### src/rtl/ctrl_pipe_unit.sv
// RV32I control decoder with registered EX/MEM/WB control bundles, load-use stall and branch/jump flush.
// Optional illegal-instruction detection on o_ex_illegal is enabled by defining CTRL_ILLEGAL_CHK_EN.
module ctrl_pipe_unit #(
   parameter int ALU_OP_W = 4,
   parameter int LSU_OP_W = 4,
   parameter int MEM_LAT  = 1
) (
   input  logic                i_clk,
   input  logic                i_reset,
   input  logic [31:0]         i_id_instr,
   input  logic                i_id_valid,
   input  logic                i_ex_br_less,
   input  logic                i_ex_br_equal,
   output logic                o_stall,
   output logic                o_ex_valid,
   output logic                o_ex_pc_sel,
   output logic                o_ex_br_un,
   output logic                o_ex_opa_sel,
   output logic                o_ex_opb_sel,
   output logic [ALU_OP_W-1:0] o_ex_alu_op,
   output logic                o_ex_illegal,
   output logic                o_mem_mem_wren,
   output logic [LSU_OP_W-1:0] o_mem_lsu_op,
   output logic                o_wb_rd_wren,
   output logic [1:0]          o_wb_wb_sel,
   output logic [4:0]          o_wb_rd_addr
);

   localparam logic [4:0] OPC_LOAD   = 5'b00000;
   localparam logic [4:0] OPC_OPIMM  = 5'b00100;
   localparam logic [4:0] OPC_AUIPC  = 5'b00101;
   localparam logic [4:0] OPC_STORE  = 5'b01000;
   localparam logic [4:0] OPC_OP     = 5'b01100;
   localparam logic [4:0] OPC_LUI    = 5'b01101;
   localparam logic [4:0] OPC_BRANCH = 5'b11000;
   localparam logic [4:0] OPC_JALR   = 5'b11001;
   localparam logic [4:0] OPC_JAL    = 5'b11011;

   localparam logic [ALU_OP_W-1:0] ALU_ADD  = ALU_OP_W'(0);
   localparam logic [ALU_OP_W-1:0] ALU_SUB  = ALU_OP_W'(1);
   localparam logic [ALU_OP_W-1:0] ALU_SLT  = ALU_OP_W'(2);
   localparam logic [ALU_OP_W-1:0] ALU_SLTU = ALU_OP_W'(3);
   localparam logic [ALU_OP_W-1:0] ALU_XOR  = ALU_OP_W'(4);
   localparam logic [ALU_OP_W-1:0] ALU_OR   = ALU_OP_W'(5);
   localparam logic [ALU_OP_W-1:0] ALU_AND  = ALU_OP_W'(6);
   localparam logic [ALU_OP_W-1:0] ALU_SLL  = ALU_OP_W'(7);
   localparam logic [ALU_OP_W-1:0] ALU_SRL  = ALU_OP_W'(8);
   localparam logic [ALU_OP_W-1:0] ALU_SRA  = ALU_OP_W'(9);

   localparam logic [LSU_OP_W-1:0] LSU_LB  = LSU_OP_W'(0);
   localparam logic [LSU_OP_W-1:0] LSU_LBU = LSU_OP_W'(1);
   localparam logic [LSU_OP_W-1:0] LSU_LH  = LSU_OP_W'(2);
   localparam logic [LSU_OP_W-1:0] LSU_LHU = LSU_OP_W'(3);
   localparam logic [LSU_OP_W-1:0] LSU_LW  = LSU_OP_W'(4);
   localparam logic [LSU_OP_W-1:0] LSU_SB  = LSU_OP_W'(8);
   localparam logic [LSU_OP_W-1:0] LSU_SH  = LSU_OP_W'(9);
   localparam logic [LSU_OP_W-1:0] LSU_SW  = LSU_OP_W'(10);

   localparam logic [1:0] WB_ALU = 2'b00;
   localparam logic [1:0] WB_LSU = 2'b01;
   localparam logic [1:0] WB_PC4 = 2'b10;
   localparam logic [1:0] WB_IMM = 2'b11;

   typedef struct packed {
      logic                is_br;
      logic                is_jmp;
      logic                is_ld;
      logic [2:0]          funct3;
      logic                opa_sel;
      logic                opb_sel;
      logic [ALU_OP_W-1:0] alu_op;
      logic                mem_wren;
      logic [LSU_OP_W-1:0] lsu_op;
      logic                rd_wren;
      logic [1:0]          wb_sel;
      logic [4:0]          rd;
   } ex_ctrl_t;

   typedef struct packed {
      logic                mem_wren;
      logic [LSU_OP_W-1:0] lsu_op;
      logic                rd_wren;
      logic [1:0]          wb_sel;
      logic [4:0]          rd;
   } mem_ctrl_t;

   typedef struct packed {
      logic       rd_wren;
      logic [1:0] wb_sel;
      logic [4:0] rd;
   } wb_ctrl_t;

   function automatic ex_ctrl_t ex_bubble();
      ex_ctrl_t r;
      r         = '0;
      r.opb_sel = 1'b1;
      r.lsu_op  = LSU_LW;
      return r;
   endfunction

   // instr[30] picks SUB only for register-register ops; SRA/SRAI use it in both forms.
   function automatic logic [ALU_OP_W-1:0] alu_sel(input logic [2:0] f3, input logic alt, input logic is_reg);
      case (f3)
         3'b000:  return (alt && is_reg) ? ALU_SUB : ALU_ADD;
         3'b001:  return ALU_SLL;
         3'b010:  return ALU_SLT;
         3'b011:  return ALU_SLTU;
         3'b100:  return ALU_XOR;
         3'b101:  return alt ? ALU_SRA : ALU_SRL;
         3'b110:  return ALU_OR;
         default: return ALU_AND;
      endcase
   endfunction

   function automatic logic [LSU_OP_W-1:0] load_op(input logic [2:0] f3);
      case (f3)
         3'b000:  return LSU_LB;
         3'b001:  return LSU_LH;
         3'b100:  return LSU_LBU;
         3'b101:  return LSU_LHU;
         default: return LSU_LW;
      endcase
   endfunction

   function automatic logic [LSU_OP_W-1:0] store_op(input logic [2:0] f3);
      case (f3)
         3'b000:  return LSU_SB;
         3'b001:  return LSU_SH;
         3'b010:  return LSU_SW;
         default: return LSU_LW;
      endcase
   endfunction

   logic [4:0] opcode;
   logic [2:0] funct3;
   logic [4:0] rs1, rs2;
   ex_ctrl_t   dec_p0;
   logic       recog_p0, use_rs1_p0, use_rs2_p0, ill_p0;

   assign opcode = i_id_instr[6:2];
   assign funct3 = i_id_instr[14:12];
   assign rs1    = i_id_instr[19:15];
   assign rs2    = i_id_instr[24:20];

   always_comb begin
      dec_p0        = ex_bubble();
      dec_p0.funct3 = funct3;
      dec_p0.rd     = i_id_instr[11:7];
      recog_p0      = 1'b1;
      use_rs1_p0    = 1'b1;
      use_rs2_p0    = 1'b0;
      case (opcode)
         OPC_OP: begin
            dec_p0.opb_sel = 1'b0;
            dec_p0.alu_op  = alu_sel(funct3, i_id_instr[30], 1'b1);
            dec_p0.rd_wren = 1'b1;
            use_rs2_p0     = 1'b1;
         end
         OPC_OPIMM: begin
            dec_p0.alu_op  = alu_sel(funct3, i_id_instr[30], 1'b0);
            dec_p0.rd_wren = 1'b1;
         end
         OPC_LOAD: begin
            dec_p0.is_ld   = 1'b1;
            dec_p0.lsu_op  = load_op(funct3);
            dec_p0.rd_wren = 1'b1;
            dec_p0.wb_sel  = WB_LSU;
         end
         OPC_STORE: begin
            dec_p0.lsu_op   = store_op(funct3);
            dec_p0.mem_wren = 1'b1;
            use_rs2_p0      = 1'b1;
         end
         OPC_BRANCH: begin
            dec_p0.is_br   = 1'b1;
            dec_p0.opa_sel = 1'b1;
            use_rs2_p0     = 1'b1;
         end
         OPC_JAL: begin
            dec_p0.is_jmp  = 1'b1;
            dec_p0.opa_sel = 1'b1;
            dec_p0.rd_wren = 1'b1;
            dec_p0.wb_sel  = WB_PC4;
            use_rs1_p0     = 1'b0;
         end
         OPC_JALR: begin
            dec_p0.is_jmp  = 1'b1;
            dec_p0.rd_wren = 1'b1;
            dec_p0.wb_sel  = WB_PC4;
         end
         OPC_LUI: begin
            dec_p0.rd_wren = 1'b1;
            dec_p0.wb_sel  = WB_IMM;
            use_rs1_p0     = 1'b0;
         end
         OPC_AUIPC: begin
            dec_p0.opa_sel = 1'b1;
            dec_p0.rd_wren = 1'b1;
            dec_p0.wb_sel  = WB_ALU;
            use_rs1_p0     = 1'b0;
         end
         default: recog_p0 = 1'b0;
      endcase
   end

`ifdef CTRL_ILLEGAL_CHK_EN
   logic bad_fmt_p0;

   always_comb begin
      bad_fmt_p0 = 1'b0;
      case (opcode)
         OPC_LOAD:   bad_fmt_p0 = funct3 inside {3'b011, 3'b110, 3'b111};
         OPC_STORE:  bad_fmt_p0 = funct3 > 3'b010;
         OPC_BRANCH: bad_fmt_p0 = funct3 inside {3'b010, 3'b011};
         OPC_OP:     bad_fmt_p0 = (i_id_instr[31:25] != 7'b0000000) && (i_id_instr[31:25] != 7'b0100000);
         default:    bad_fmt_p0 = 1'b0;
      endcase
   end

   assign ill_p0 = i_id_valid && (!recog_p0 || (i_id_instr[1:0] != 2'b11) || bad_fmt_p0);
`else
   logic unused_instr_bits;
   assign unused_instr_bits = ^{i_id_instr[31], i_id_instr[29:25], i_id_instr[1:0]};
   assign ill_p0            = 1'b0;
`endif

   // ---- EX stage (p1): branch resolution, flush and load-use detection ----
   ex_ctrl_t ex_p1;
   logic     vld_p1, ill_p1, br_taken_p1, pc_sel_p1, ld_use_p1;

   always_comb begin
      case (ex_p1.funct3)
         3'b000:         br_taken_p1 = i_ex_br_equal;
         3'b001:         br_taken_p1 = !i_ex_br_equal;
         3'b100, 3'b110: br_taken_p1 = i_ex_br_less;
         3'b101, 3'b111: br_taken_p1 = !i_ex_br_less;
         default:        br_taken_p1 = 1'b0;
      endcase
   end

   assign pc_sel_p1 = vld_p1 && (ex_p1.is_jmp || (ex_p1.is_br && br_taken_p1));
   assign ld_use_p1 = vld_p1 && ex_p1.is_ld && (ex_p1.rd != 5'd0) && i_id_valid &&
                      ((use_rs1_p0 && (rs1 == ex_p1.rd)) || (use_rs2_p0 && (rs2 == ex_p1.rd)));
   // A redirect discards the ID instruction anyway, so it overrides the stall.
   assign o_stall   = ld_use_p1 && !pc_sel_p1;

   always_ff @(posedge i_clk) begin
      if (i_reset) begin
         vld_p1 <= 1'b0;
         ex_p1  <= ex_bubble();
         ill_p1 <= 1'b0;
      end else begin
         if (pc_sel_p1 || o_stall || !i_id_valid || !recog_p0 || ill_p0) begin
            vld_p1 <= 1'b0;
            ex_p1  <= ex_bubble();
         end else begin
            vld_p1 <= 1'b1;
            ex_p1  <= dec_p0;
         end
         ill_p1 <= ill_p0 && !pc_sel_p1 && !o_stall;
      end
   end

   // ---- MEM stage (p2) ----
   mem_ctrl_t mem_p2;
   logic      vld_p2;

   always_ff @(posedge i_clk) begin
      if (i_reset) begin
         vld_p2 <= 1'b0;
         mem_p2 <= '{mem_wren: 1'b0, lsu_op: LSU_LW, rd_wren: 1'b0, wb_sel: WB_ALU, rd: 5'd0};
      end else begin
         vld_p2 <= vld_p1;
         mem_p2 <= '{mem_wren: ex_p1.mem_wren, lsu_op: ex_p1.lsu_op, rd_wren: ex_p1.rd_wren,
                     wb_sel: ex_p1.wb_sel, rd: ex_p1.rd};
      end
   end

   // ---- WB stage (p3): MEM_LAT-deep delay line, last entry drives the outputs ----
   wb_ctrl_t wb_p3 [MEM_LAT];
   logic     vld_p3 [MEM_LAT];

   always_ff @(posedge i_clk) begin
      for (int k = 0; k < MEM_LAT; k++) begin
         if (i_reset) begin
            vld_p3[k] <= 1'b0;
            wb_p3[k]  <= '0;
         end else if (k == 0) begin
            vld_p3[k] <= vld_p2;
            wb_p3[k]  <= '{rd_wren: mem_p2.rd_wren, wb_sel: mem_p2.wb_sel, rd: mem_p2.rd};
         end else begin
            vld_p3[k] <= vld_p3[k-1];
            wb_p3[k]  <= wb_p3[k-1];
         end
      end
   end

   assign o_ex_valid     = vld_p1;
   assign o_ex_pc_sel    = pc_sel_p1;
   assign o_ex_br_un     = ex_p1.funct3[1];
   assign o_ex_opa_sel   = ex_p1.opa_sel;
   assign o_ex_opb_sel   = ex_p1.opb_sel;
   assign o_ex_alu_op    = ex_p1.alu_op;
   assign o_ex_illegal   = ill_p1;
   assign o_mem_mem_wren = vld_p2 && mem_p2.mem_wren;
   assign o_mem_lsu_op   = mem_p2.lsu_op;
   assign o_wb_rd_wren   = vld_p3[MEM_LAT-1] && wb_p3[MEM_LAT-1].rd_wren;
   assign o_wb_wb_sel    = wb_p3[MEM_LAT-1].wb_sel;
   assign o_wb_rd_addr   = wb_p3[MEM_LAT-1].rd;

endmodule
### config.mk
export PLATFORM = sky130hd
export DESIGN_NAME = ctrl_pipe_unit
export DESIGN_NICKNAME = d
export VERILOG_FILES = /design/src/rtl/ctrl_pipe_unit.sv
export SDC_FILE = /design/constraint.sdc
export NUM_CORES = 1
export LEC_CHECK = 0
export ABC_AREA = 1
export CORE_MARGIN = 4
export CORE_UTILIZATION = 42
export DETAILED_ROUTE_END_ITERATION = 12
export PLACE_DENSITY = 0.75
export SETUP_SLACK_MARGIN = 0.4
export SLEW_MARGIN = 20
export SYNTH_ARGS = -nofsm -noshare
export SYNTH_HDL_FRONTEND = slang
export SYNTH_SLANG_ARGS = --single-unit
### constraint.sdc
create_clock -name i_clk -period 1.3 [get_ports i_clk]
set_input_delay 0.195 -clock i_clk [delete_from_list [all_inputs] [get_ports i_clk]]
set_output_delay 0.195 -clock i_clk [all_outputs]
set_load 0.01 [all_outputs]
==> impl_metrics.tcl, run 1 <==
set metrics [dict create \
    switching_share_pct 23.1 \
    clockPowerShare_pct 36.2 \
    synthToLayoutAreaGrowth_pct 53.0 \
    clk_latency_ps 300 \
    reg2reg_slack_ps -330 \
    ys_seq_area_share_pct 45.8 \
    drive_above_1_share_pct 42.2 \
    syn_area_per_cell_um2 7.81 \
    synth_area_leaders "dfxtp_1 (46%), inv_1 (8.9%), nor2_1 (8.8%)" \
    die_y_um 79.4 \
    p_int_uw 2290 \
    crit_arrival_ps 1460 \
    grt_pass1_vias 1769 \
    ant_nets 0 \
    max_freq_mhz 605 \
    drv_slew 0 \
    drt-initial-drc-count 56 \
    multi_input_area_um2 898 \
    endpoint "o_stall" \
    cp.required_ps 1110 \
    worst_slack_ps -354 \
    syn_inst 274 \
    synth_seq_cells 49 \
    grt_pass1_wl_mm 7.76 \
    dpl-instance-area_mm2 0.00295 \
    use_met1_pct 18.2 \
    fin_skew_ps 9.78 \
    powerDensity_mw_per_mm2 908 \
    htreeDepth 2 \
    final_common_cell "nor2_1" \
    drcViolationCount 0 \
    initial_core_util_pct 44.4 \
    path_common_cell "nand2_1" \
    die-area_mm2 0.00630 \
    core_area_mm2 0.00482 \
    critPathSlowestCell "clkdlybuf4s50_1" \
    pin_count 61 \
    vdd_drop_max_mv 0.387 \
    clock-sinks 49 \
    via_count 1835 \
    gr-total-overflow 0 \
    drt_pass1_iterations 4 \
    crit_path_start "i_id_instr[19]" \
    totalWireLength_mm 4.74 \
    critPathLaunchType "primary input" \
    dp_hpwl_mm 3.27 \
    gr-usage-all-layers_pct 15.8 \
    grt_max_degree 17 \
    path_class "primary input to primary output" \
    hold_class "flip-flop to flip-flop" \
    synth_fp_nets 311 \
    synth_warnings 0 \
    slowest_delay_ps 510 \
    setup_viol 28 \
    fp-row-count 25 \
    rr_worst_depth 11 \
    numPortBuffers 51 \
    rr_startpoint "ex_p1[4]" \
    ys_types 30 \
    antenna_found_initial 0 \
    hold_viol_final 0 \
    violations "negative setup slack" \
    critPathMaxFanout 2 \
    design_area_mm2 0.00327 \
    period_minus_slack_ps 1650 \
    synth_area_mm2 0.00214 \
    place_inst 417 \
    power_frac_comb_pct 12.7 \
    cts_tree "built" \
    hold_slack_ps 392 \
    seqPwrFrac_pct 51.1 \
    wl_per_cell_um 11.0 \
    met2_usage_pct 29.2 \
    cp_cell_sequence "clkdlybuf4s50_1 > xnor2_2 > nand2_1 > nor2_1 > nand2_1 > nand2_2 > nand2_4 > nor2_4 > buf_6" \
    cts_buffers 5 \
    most-common-layout-cells "nor2_1 (47), inv_1 (45), buf_4 (39), nand2_1 (33), dfxtp_1 (27)" \
    fillCellCount 390 \
    clockBufferDepth 2 \
    globalRouteMet3Util_pct 3.05 \
    timing.rr.end "ex_p1[8]" \
    fin_cells 432 \
    pre_cts_slack_ps -867 \
    rsz0062_at_grt "yes" \
    gp_congestion 0.893 \
    end_kind "primary output" \
    top_usage_layer "met2" \
    finalCritPeriodShare_pct 127 \
    switchingPower_uw 686 \
    synth_top_area_share_pct 45.8 \
    nets 401 \
    die_w_um 79.4 \
    status "complete, but fails checks" \
    diodes 0 \
    yosysTopAreaCell "dfxtp_1" \
    clkTransAtPathRegs_ps 90 \
    p_leak_uw 0.00151 \
    maxCapViolations 0 \
    cts-root-buf "clkbuf_8" \
    avgViaCountPerCell 4.25 \
    regArea_mm2 0.00102 \
]
## logic make-up after synthesis
family | after synthesis | synth area share (%)
and+or+nand+nor | 129 | 29.6
xor gates and xnor gates | 8 | 3.27
buffers and inverters | 77 | 17.4
DFF | 49 | 45.8
other | 1 | 0.175
AOI/OAI and AO/OA | 10 | 3.63
## sequential cells by signal (all words and copies together), names as in the netlist
register / count
o_ex_valid: 1
ex_p1: 18
o_ex_opa_sel: 1
vld_p3: 1
wb_p3: 8
o_mem_lsu_op: 4
mem_p2: 9
o_ex_br_un: 1
o_ex_opb_sel: 1
vld_p2: 1
o_ex_alu_op: 4
## layer usage
| layer | vias up | wire (um) |
|---|---|---|
| met5 | - | 0 |
| met4 | 0 | 63 |
| met3 | 5 | 258 |
| met2 | 51 | 2490 |
| met1 | 797 | 1920 |
| li1 | 982 | - |
## how the worst min path moves through the flow
stage	start	to	cells after the start
finish	ex_p1[9]	o_mem_lsu_op[1]	2
global route	i_id_instr[11]	ex_p1[4]	3
CTS	i_id_instr[10]	ex_p1[3]	3
detailed placement	ex_p1[12]	mem_p2[12]	2
global placement	mem_p2[3]	wb_p3[0][3]	2
floorplan	i_reset	vld_p3[0]	1
## metrics by stage
step	TNS [ps]	util, %	power, uW
global placement	-15250	61.2	1900
CTS	-6360	65.0	2980
detailed placement	-16380	61.2	1910
floorplan	0	-	1710
finish	-7710	67.9	2970
global route	-10490	67.9	3090
## cells in the mapped netlist, drive strengths merged
cell,count
o211ai,1
conb,1
clkbuf,2
o21a,1
a31oi,1
xor2,1
nand3,13
inv,57
o2111ai,1
a21oi,3
a22oi,1
dfxtp,49
or2,1
nor3,5
buf,18
nor4,2
a221oi,1
o21ai,1
nor2,62
nand4,1
nand2,45
xnor2,7
## area by class of cell
type	count	share of cell area, %
Clock inverter	3	1.41
Timing Repair Buffer	103	28.8
Clock buffer	5	2.10
Multi-Input combinational cell	148	27.4
Inverter	57	6.61
Tap cell	67	2.56
Sequential cell	49	31.0
## critical path, delay by kind of cell
family                    cells  cell delay [ps]
and+or+nand+nor               6              530
buffers and inverters         2              610
xor gates and xnor gates      1              120
## what timing repair did
| action | 4_1_cts | 5_1_grt |
|---|---|---|
| gates cloned | 2 | 0 |
| endpoints found under the hold margin | 0 | 0 |
| setup endpoints to repair | 50 | 49 |
| pin swaps | 17 | 2 |
| setup buffers | 4 | 1 |
| resized for setup | 137 | 37 |
| hold buffers | 0 | 0 |
## power groups by stage
stage                     Combinational (uW)  Clock, uW  Sequential (uW)
final                                    377       1080             1520
after global placement                   347          0             1560
after global routing                     411       1160             1520
after floorplan                          154          0             1560
after CTS                                365       1090             1520
after detailed placement                 352          0             1560
(Power assumes the default switching activity.)
==> run 2: changes to the inputs <==
--- a/config.mk
+++ b/config.mk
@@ -6,9 +6,11 @@
 export NUM_CORES = 1
 export LEC_CHECK = 0
 export ABC_AREA = 1
+export ABC_CLOCK_PERIOD_IN_PS = 1300
 export CORE_MARGIN = 4
 export CORE_UTILIZATION = 42
 export DETAILED_ROUTE_END_ITERATION = 12
+export GPL_ROUTABILITY_DRIVEN = 0
 export PLACE_DENSITY = 0.75
 export SETUP_SLACK_MARGIN = 0.4
 export SLEW_MARGIN = 20
==> results of run 2 <==
Same layout as run 1: the final DEF is identical, and so are final timing and power.
